===== config.mk =====
export PLATFORM = sky130hd
export DESIGN_NAME = mul_result_reorder
export DESIGN_NICKNAME = d
export VERILOG_FILES = /design/src/rtl/mul_result_reorder.sv
export SDC_FILE = /design/constraint.sdc
export NUM_CORES = 1
export LEC_CHECK = 0
export CAP_MARGIN = 20
export CELL_PAD_IN_SITES_DETAIL_PLACEMENT = 1
export CELL_PAD_IN_SITES_GLOBAL_PLACEMENT = 2
export CORE_ASPECT_RATIO = 1.1
export CORE_UTILIZATION = 35
export DETAILED_ROUTE_END_ITERATION = 7
export PLACE_DENSITY = 0.8
export RECOVER_POWER = 100
export SETUP_SLACK_MARGIN = 0.3
export SLEW_MARGIN = 30
export SYNTH_ARGS = -nofsm -noshare
export SYNTH_HDL_FRONTEND = slang
export SYNTH_SLANG_ARGS = --single-unit

===== constraint.sdc =====
create_clock -name clk -period 6.95 [get_ports clk]
set_input_delay 1.39 -clock clk [delete_from_list [all_inputs] [get_ports clk]]
set_output_delay 1.39 -clock clk [all_outputs]
set_load 0.02 [all_outputs]

===== src/rtl/mul_result_reorder.sv =====
// ----------------------------------------------------------------------------
// mul_result_reorder
// Tags every mul issued into the 3-stage multiplier, captures the out-of-order
// completions from the E, M and W stages, and retires the results to
// writeback strictly in issue order over a valid/ready handshake.
//
// Ports
//   clk, rst        core clock; asynchronous active-high reset
//   flush           synchronous discard of all in-flight entries
//   issue_*         issue request, destination register, free-slot flag, tag
//   cmp_*_{e,m,w}   per-stage completion (valid, tag, result)
//   wb_*            in-order writeback (valid, rd, data, ready)
//   count           number of occupied entries
//   err             sticky flag for a completion that matched no pending op
// ----------------------------------------------------------------------------
module mul_result_reorder #(
   parameter int unsigned DEPTH = 4,
   parameter int unsigned TAG_W = $clog2(DEPTH),
   parameter int unsigned XLEN  = 32,
   parameter int unsigned RD_W  = 5
) (
   input  logic             clk,
   input  logic             rst,
   input  logic             flush,
   input  logic             issue_valid,
   input  logic [RD_W-1:0]  issue_rd,
   output logic             issue_ready,
   output logic [TAG_W-1:0] issue_tag,
   input  logic             cmp_valid_e,
   input  logic [TAG_W-1:0] cmp_tag_e,
   input  logic [XLEN-1:0]  cmp_data_e,
   input  logic             cmp_valid_m,
   input  logic [TAG_W-1:0] cmp_tag_m,
   input  logic [XLEN-1:0]  cmp_data_m,
   input  logic             cmp_valid_w,
   input  logic [TAG_W-1:0] cmp_tag_w,
   input  logic [XLEN-1:0]  cmp_data_w,
   output logic             wb_valid,
   output logic [RD_W-1:0]  wb_rd,
   output logic [XLEN-1:0]  wb_data,
   input  logic             wb_ready,
   output logic [TAG_W:0]   count,
   output logic             err
);

   localparam int unsigned CNT_W  = TAG_W + 1;
   localparam int unsigned NSTAGE = 3;

   // Entry storage
   logic             busy_q [DEPTH];
   logic             busy_d [DEPTH];
   logic             done_q [DEPTH];
   logic             done_d [DEPTH];
   logic [RD_W-1:0]  rd_q   [DEPTH];
   logic [RD_W-1:0]  rd_d   [DEPTH];
   logic [XLEN-1:0]  data_q [DEPTH];
   logic [XLEN-1:0]  data_d [DEPTH];

   logic [TAG_W-1:0] head_q, head_d;
   logic [TAG_W-1:0] tail_q, tail_d;
   logic [CNT_W-1:0] count_q, count_d;
   logic             err_q, err_d;

   // Completion ports gathered so they can be processed in one loop (0=E,1=M,2=W)
   logic [NSTAGE-1:0]            cv_c;
   logic [NSTAGE-1:0][TAG_W-1:0] ct_c;
   logic [NSTAGE-1:0][XLEN-1:0]  cd_c;

   logic issue_fire_c;
   logic retire_fire_c;
   logic head_ready_c;

   assign cv_c = {cmp_valid_w, cmp_valid_m, cmp_valid_e};
   assign ct_c = {cmp_tag_w,   cmp_tag_m,   cmp_tag_e};
   assign cd_c = {cmp_data_w,  cmp_data_m,  cmp_data_e};

   // Head is presentable when its result has arrived; flush suppresses it
   assign head_ready_c  = busy_q[head_q] & done_q[head_q];
   assign issue_ready   = (count_q != CNT_W'(DEPTH));
   assign issue_tag     = tail_q;
   assign wb_valid      = head_ready_c & ~flush;
   assign wb_rd         = wb_valid ? rd_q[head_q]   : '0;
   assign wb_data       = wb_valid ? data_q[head_q] : '0;
   assign count         = count_q;
   assign err           = err_q;

   assign issue_fire_c  = issue_valid & issue_ready & ~flush;
   assign retire_fire_c = wb_valid & wb_ready;

   // Next-state: flush wins; otherwise retire head, issue at tail, apply completions
   always_comb begin
      for (int unsigned i = 0; i < DEPTH; i++) begin
         busy_d[i] = busy_q[i];
         done_d[i] = done_q[i];
         rd_d[i]   = rd_q[i];
         data_d[i] = data_q[i];
      end
      head_d  = head_q;
      tail_d  = tail_q;
      count_d = count_q;
      err_d   = err_q;

      if (flush) begin
         for (int unsigned i = 0; i < DEPTH; i++) begin
            busy_d[i] = 1'b0;
            done_d[i] = 1'b0;
         end
         head_d  = '0;
         tail_d  = '0;
         count_d = '0;
      end else begin
         if (retire_fire_c) begin
            busy_d[head_q] = 1'b0;
            done_d[head_q] = 1'b0;
            head_d         = head_q + TAG_W'(1);
         end

         // The tail slot is always free when issue fires, so it never aliases head
         if (issue_fire_c) begin
            busy_d[tail_q] = 1'b1;
            done_d[tail_q] = 1'b0;
            rd_d[tail_q]   = issue_rd;
            tail_d         = tail_q + TAG_W'(1);
         end

         // A completion is legal for a pending entry or the one issuing this cycle;
         // a hit on a retiring head counts as already done, hence stray
         for (int unsigned s = 0; s < NSTAGE; s++) begin
            if (cv_c[s]) begin
               if ((busy_q[ct_c[s]] && !done_q[ct_c[s]]) ||
                   (issue_fire_c && (ct_c[s] == tail_q))) begin
                  done_d[ct_c[s]] = 1'b1;
                  data_d[ct_c[s]] = cd_c[s];
               end else begin
                  err_d = 1'b1;
               end
            end
         end

         count_d = count_q + CNT_W'(issue_fire_c) - CNT_W'(retire_fire_c);
      end
   end

   // State registers
   always_ff @(posedge clk or posedge rst) begin
      if (rst) begin
         for (int unsigned i = 0; i < DEPTH; i++) begin
            busy_q[i] <= 1'b0;
            done_q[i] <= 1'b0;
            rd_q[i]   <= '0;
            data_q[i] <= '0;
         end
         head_q  <= '0;
         tail_q  <= '0;
         count_q <= '0;
         err_q   <= 1'b0;
      end else begin
         for (int unsigned i = 0; i < DEPTH; i++) begin
            busy_q[i] <= busy_d[i];
            done_q[i] <= done_d[i];
            rd_q[i]   <= rd_d[i];
            data_q[i] <= data_d[i];
         end
         head_q  <= head_d;
         tail_q  <= tail_d;
         count_q <= count_d;
         err_q   <= err_d;
      end
   end

endmodule


# Word-level counts from Yosys, hierarchy flattened
# Cells that the tools add are included.
# word_totals
regBits	164
inputBits	115
out_inout_bits	45
elab_cells	168
# classes
add_sub_neg	4
order_cmp	10
n_eq_ne	4
muxes	90
bitwise_logic	20
reduce_logical	20
# ops
operator	count
128-bit 2-to-1 mux	8
128-bit bitwise mux	3
32-bit demux with 2-bit select	3
32-bit 2-to-1 mux	6
4-bit 2-to-1 mux	17
32-bit binary-select mux with 2-bit select	1
1-bit 2-to-1 mux	27
20-bit bitwise mux	1
5-bit 2-to-1 mux	4
1-bit binary-select mux with 2-bit select	8
4-bit bitwise OR	4
3-bit >= comparator (second input constant)	5
3-bit by 1-bit less-than comparator with 1-bit output (second input constant)	5
2-bit inverter with 3-bit output	5
4-bit AND	3
1-bit logical AND	11
5-bit binary-select mux with 2-bit select	1
1-bit demux with 2-bit select	5
5-bit demux with 2-bit select	1
2-bit 2-to-1 mux	4
4-bit inverter	2
2-bit equality test	3
1-bit AND	5
2-bit by 1-bit adder with 2-bit output (second input constant)	2
other kinds (9)	14

# Depth between registers and ports, before layout
# logic_depth
depth_word	24
ltp_mapped	12
depth_no_buf	11

# Least setup slack after synthesis
# Ideal clock, no wire load.
# synth_timing
kind	in2out
start	in flush
end	out wb_data[13]
arrival_time_ns	2.530
t_required_ns	5.560
slack_ns	3.030
path_stages	4
n_path_buf	2
cell_sequence	or3_1 -> clkbuf_1 -> clkbuf_1 -> nor2b_1
# synth_between
elab_chain_len	3
# synth_rtl
element	line	rtl
start: declaration	24	input logic flush,
1-bit inverter (no line)	n/a	
1-bit AND	81	assign wb_valid = head_ready_c & ~flush;
32-bit 2-to-1 mux	83	assign wb_data = wb_valid ? data_q[head_q] : '0;
end: declaration	40	output logic [XLEN-1:0] wb_data,
# No other way between the ends.

# Worst setup path after layout
# layout_timing
start	in cmp_tag_e[1]
end	reg data_q[110] (netlist name)
# layout_between
elab_chain_len	17
elab_cells_between_ends	28
classes_between	order compare: 2; eq/ne: 1; mux: 19; bitwise: 1; reduce/logical: 5
# layout_rtl
element	line	rtl
start: declaration	30	input logic [TAG_W-1:0] cmp_tag_e,
parallel branches: the longest is 7 deep, another holds 3-bit >= comparator	n/a	
128-bit 2-to-1 mux (*)	130	if ((busy_q[ct_c[s]] && !done_q[ct_c[s]]) ||
128-bit 2-to-1 mux (*)	129	if (cv_c[s]) begin
128-bit 2-to-1 mux (*)	103	if (flush) begin
128-bit bitwise mux	133	data_d[ct_c[s]] = cd_c[s];
128-bit 2-to-1 mux	130	
128-bit 2-to-1 mux (*)	129	
128-bit 2-to-1 mux (*)	103	
128-bit bitwise mux	133	
128-bit 2-to-1 mux	130	
128-bit 2-to-1 mux (*)	129	
end signal: indexed assignment	162	data_q[i] <= data_d[i];
end: declaration	56	logic [XLEN-1:0] data_q [DEPTH];
# Every way passes the cells marked *. The select of a mux whose other input is x is not followed.
# A chain may end at the register's enable or synchronous reset.

==> reports/metrics.cfg <==
[outcome]
status = finished, violations left
violations = capacitance limit, slew limit

[clocking]
htreeDepth = 4
cts_root_buffer = clkbuf_16
clockBufferDepth = 2
cts_sinks = 164
clk_pin_slew_ns = 0.07
numCtsBuffers = 17
clock_latency_ns = 0.44
cts_resized = 0
cts_setup_buffers = 0
cts_tree = built
hold_buffers = 0

[pwr]
power.internal_mw = 2.41
power.leakage_nw = 4.98
comb_power_share_pct = 27.1
peakVddDrop_v = 0.000171
swShare_pct = 30.3
power_switching_mw = 1.05
p_per_area_nw_per_um2 = 260
power_frac_clock_pct = 31.5
power_frac_seq_pct = 41.4

[final_layout]
nNetsFinal = 1315
drive_gt1_share_pct = 11.2
multi_input_area_um2 = 6220
fin_util_pct = 44.4
syn_to_final_growth_pct = 23.5
fillers = 3389
diodes = 0
seqCellArea_um2 = 4110

[synth]
synth_area_leaders = dfrtp_1 38%, mux4_2 8.2%, nor2b_1 6.3%, a221o_1 5.8%, nand2_1 5.1%
ys_ff_latch = 164
yosys_warnings = 0
yosysTopAreaCell = dfrtp_1
yosysUniqueCellTypes = 54
synth.cell_area_um2 = 10800
synthTopCellsByCount = 164 x dfrtp_1, 147 x nand2_1, 108 x nor2b_1
synth_top_area_share_pct = 38.1
synth_area_per_cell_um2 = 9.84
synth_fp_nets = 1219
yosysMostFrequentCell = dfrtp_1
syn-instance-count = 1093
synth-async-reset-ratio_pct = 100
synth_edf_count = 0
ys_seq_area_share_pct = 38.1
ys.flop_type = dfrtp_1

[setup_path]
end_kind = register
crit_fanout = 18
arrival_ns = 6.20
crit_type = input port to register
start_kind = input port
critPathRequiredTime_ns = 7.32

[sta]
setup_tns_ns = 0
hold_viol = 0
max_freq_ghz = 0.171
slew-limit-headroom_pct = -140
period_minus_slack_ns = 5.84
min_period_over_period_pct = 84.0
fin_worst_skew_ns = 0.00924
rsz0062_at_grt = false
setup_viol = 0
maxSlewViolCount = 321
worstMarginPinSlew_ns = 3.60

[hold_path]
hp-class = register to register

[place]
place_hpwl_um = 24700
portBuffers = 159
routabilityCongestion = 0.787

[die]
start_util_pct = 36.0
dieHeight_um = 186
die_w_um = 169
fp.coreArea_um2 = 29900
die_area_um2 = 31400
num_rows = 66
ios = 160

[grt]
grt_pass1_wl_um = 63000
grt_use_total_pct = 26.7
first_global_vias = 10299
grt_max_degree = 81
antenna_found_initial = 0
overflow = 0

[routing]
drc = 0
first_pass_iters = 5
num_vias = 10003
ant_nets = 0
wl_per_cell_um = 25.7
dr.first_iter.drc_count = 850
viasPerCell = 6.22
drt-total-wl_um = 41300

[flow_run]
cap_violations = 8

==> critical path, stage by stage <==
cell and delay, ns:
dlygate4sd3_1 0.79, xnor2_1 0.20, and4_1 0.37, nor2_1 0.13, nor4b_2 0.62, nor3b_1 1.93, buf_4 0.55, a221o_1 0.21
==> placed cells by master (no fill, tap or decap), types with 17 or more instances in the layout <==
cell type and instances:
dfrtp_1 162, nand2_1 147, clkdlybuf4s50_1 110, nor2b_1 108
a221o_1 62, dlygate4sd3_1 48, nor2_1 46, mux4_2 39
a311oi_1 36, and3_1 35, a22oi_1 34, mux2i_1 34
o22ai_1 34, nor3_1 34, o31ai_1 33, a221oi_1 32
a22o_1 31, mux2_2 20, buf_4 19, clkbuf_16 17
==> state kept, by name (all words and copies together), names as in the netlist <==
signal	count
busy_q	4
count	3
data_q	128
done_q	4
err	1
head_q	2
issue_tag	2
rd_q	20
==> logic make-up (layout without fill, tap and decap cells) <==
| kind of cell | after synthesis | after routing | synth area share [%] |
|---|---|---|---|
| AOI/OAI and AO/OA | 288 | 288 | 22.4 |
| xor gates and xnor gates | 10 | 10 | 0.814 |
| adders and majority gates | 11 | 11 | 1.35 |
| buffers and inverters | 117 | 225 | 4.68 |
| DFF | 164 | 164 | 38.1 |
| muxes | 93 | 93 | 13.4 |
| and+or+nand+nor | 410 | 410 | 19.2 |
==> metrics by stage <==
step | instance area [µm²] | power, mW | hold WS, ns | cells | setup WS (ns)
detailed placement | 12700 | 2.38 | 0.479 | 1577 | 1.96
floorplan | 10800 | 2.05 | 0.474 | 1093 | 1.13
global route | 13300 | 3.61 | 0.522 | 1609 | 1.04
global placement | 12700 | 2.35 | 0.470 | 1576 | 2.06
CTS | 13400 | 3.47 | 0.499 | 1608 | 1.97
finish | 13300 | 3.45 | 0.495 | 1609 | 1.11
==> per-layer routing <==
| layer | GRT usage [%] | part of all wire (%) |
|---|---|---|
| met1 | 35.9 | 44 |
| met2 | 44.3 | 48 |
| met3 | 3.36 | 5.0 |
| met4 | 9.23 | 2.2 |
| met5 | 0 | 0 |
==> layout make-up <==
class	instances	area share, %
clock buffer	17	3.20
multi-input combinational	812	46.9
timing repair buffer	183	13.2
tap	408	3.84
sequential	164	30.9
clock inverter	14	1.70
inverter	11	0.320
==> final timing paths <==
| kind | cells past startpoint | from | end | slack (ns) |
|---|---|---|---|---|
| hold reg to reg | 1 | err | err | 0.49 |
| setup / recovery | 8 | cmp_tag_e[1] | data_q[110] | 1.11 |
| max in group asynchronous | 3 | rst | head_q[1] | 2.26 |
| hold / removal | 1 | err | err | 0.49 |
| min in group asynchronous | 2 | rst | data_q[25] | 2.08 |
| setup reg to reg | 7 | count[1] | data_q[110] | 2.12 |
==> power by group through the flow <==
stage	Sequential, mW	Combinational (mW)	Clock (mW)
final	1.43	0.936	1.09
after global placement	1.43	0.919	0
after CTS	1.43	0.949	1.10
after detailed placement	1.44	0.948	0
after global routing	1.47	1.02	1.13
after floorplan	1.37	0.674	0
(Power assumes the default switching activity.)
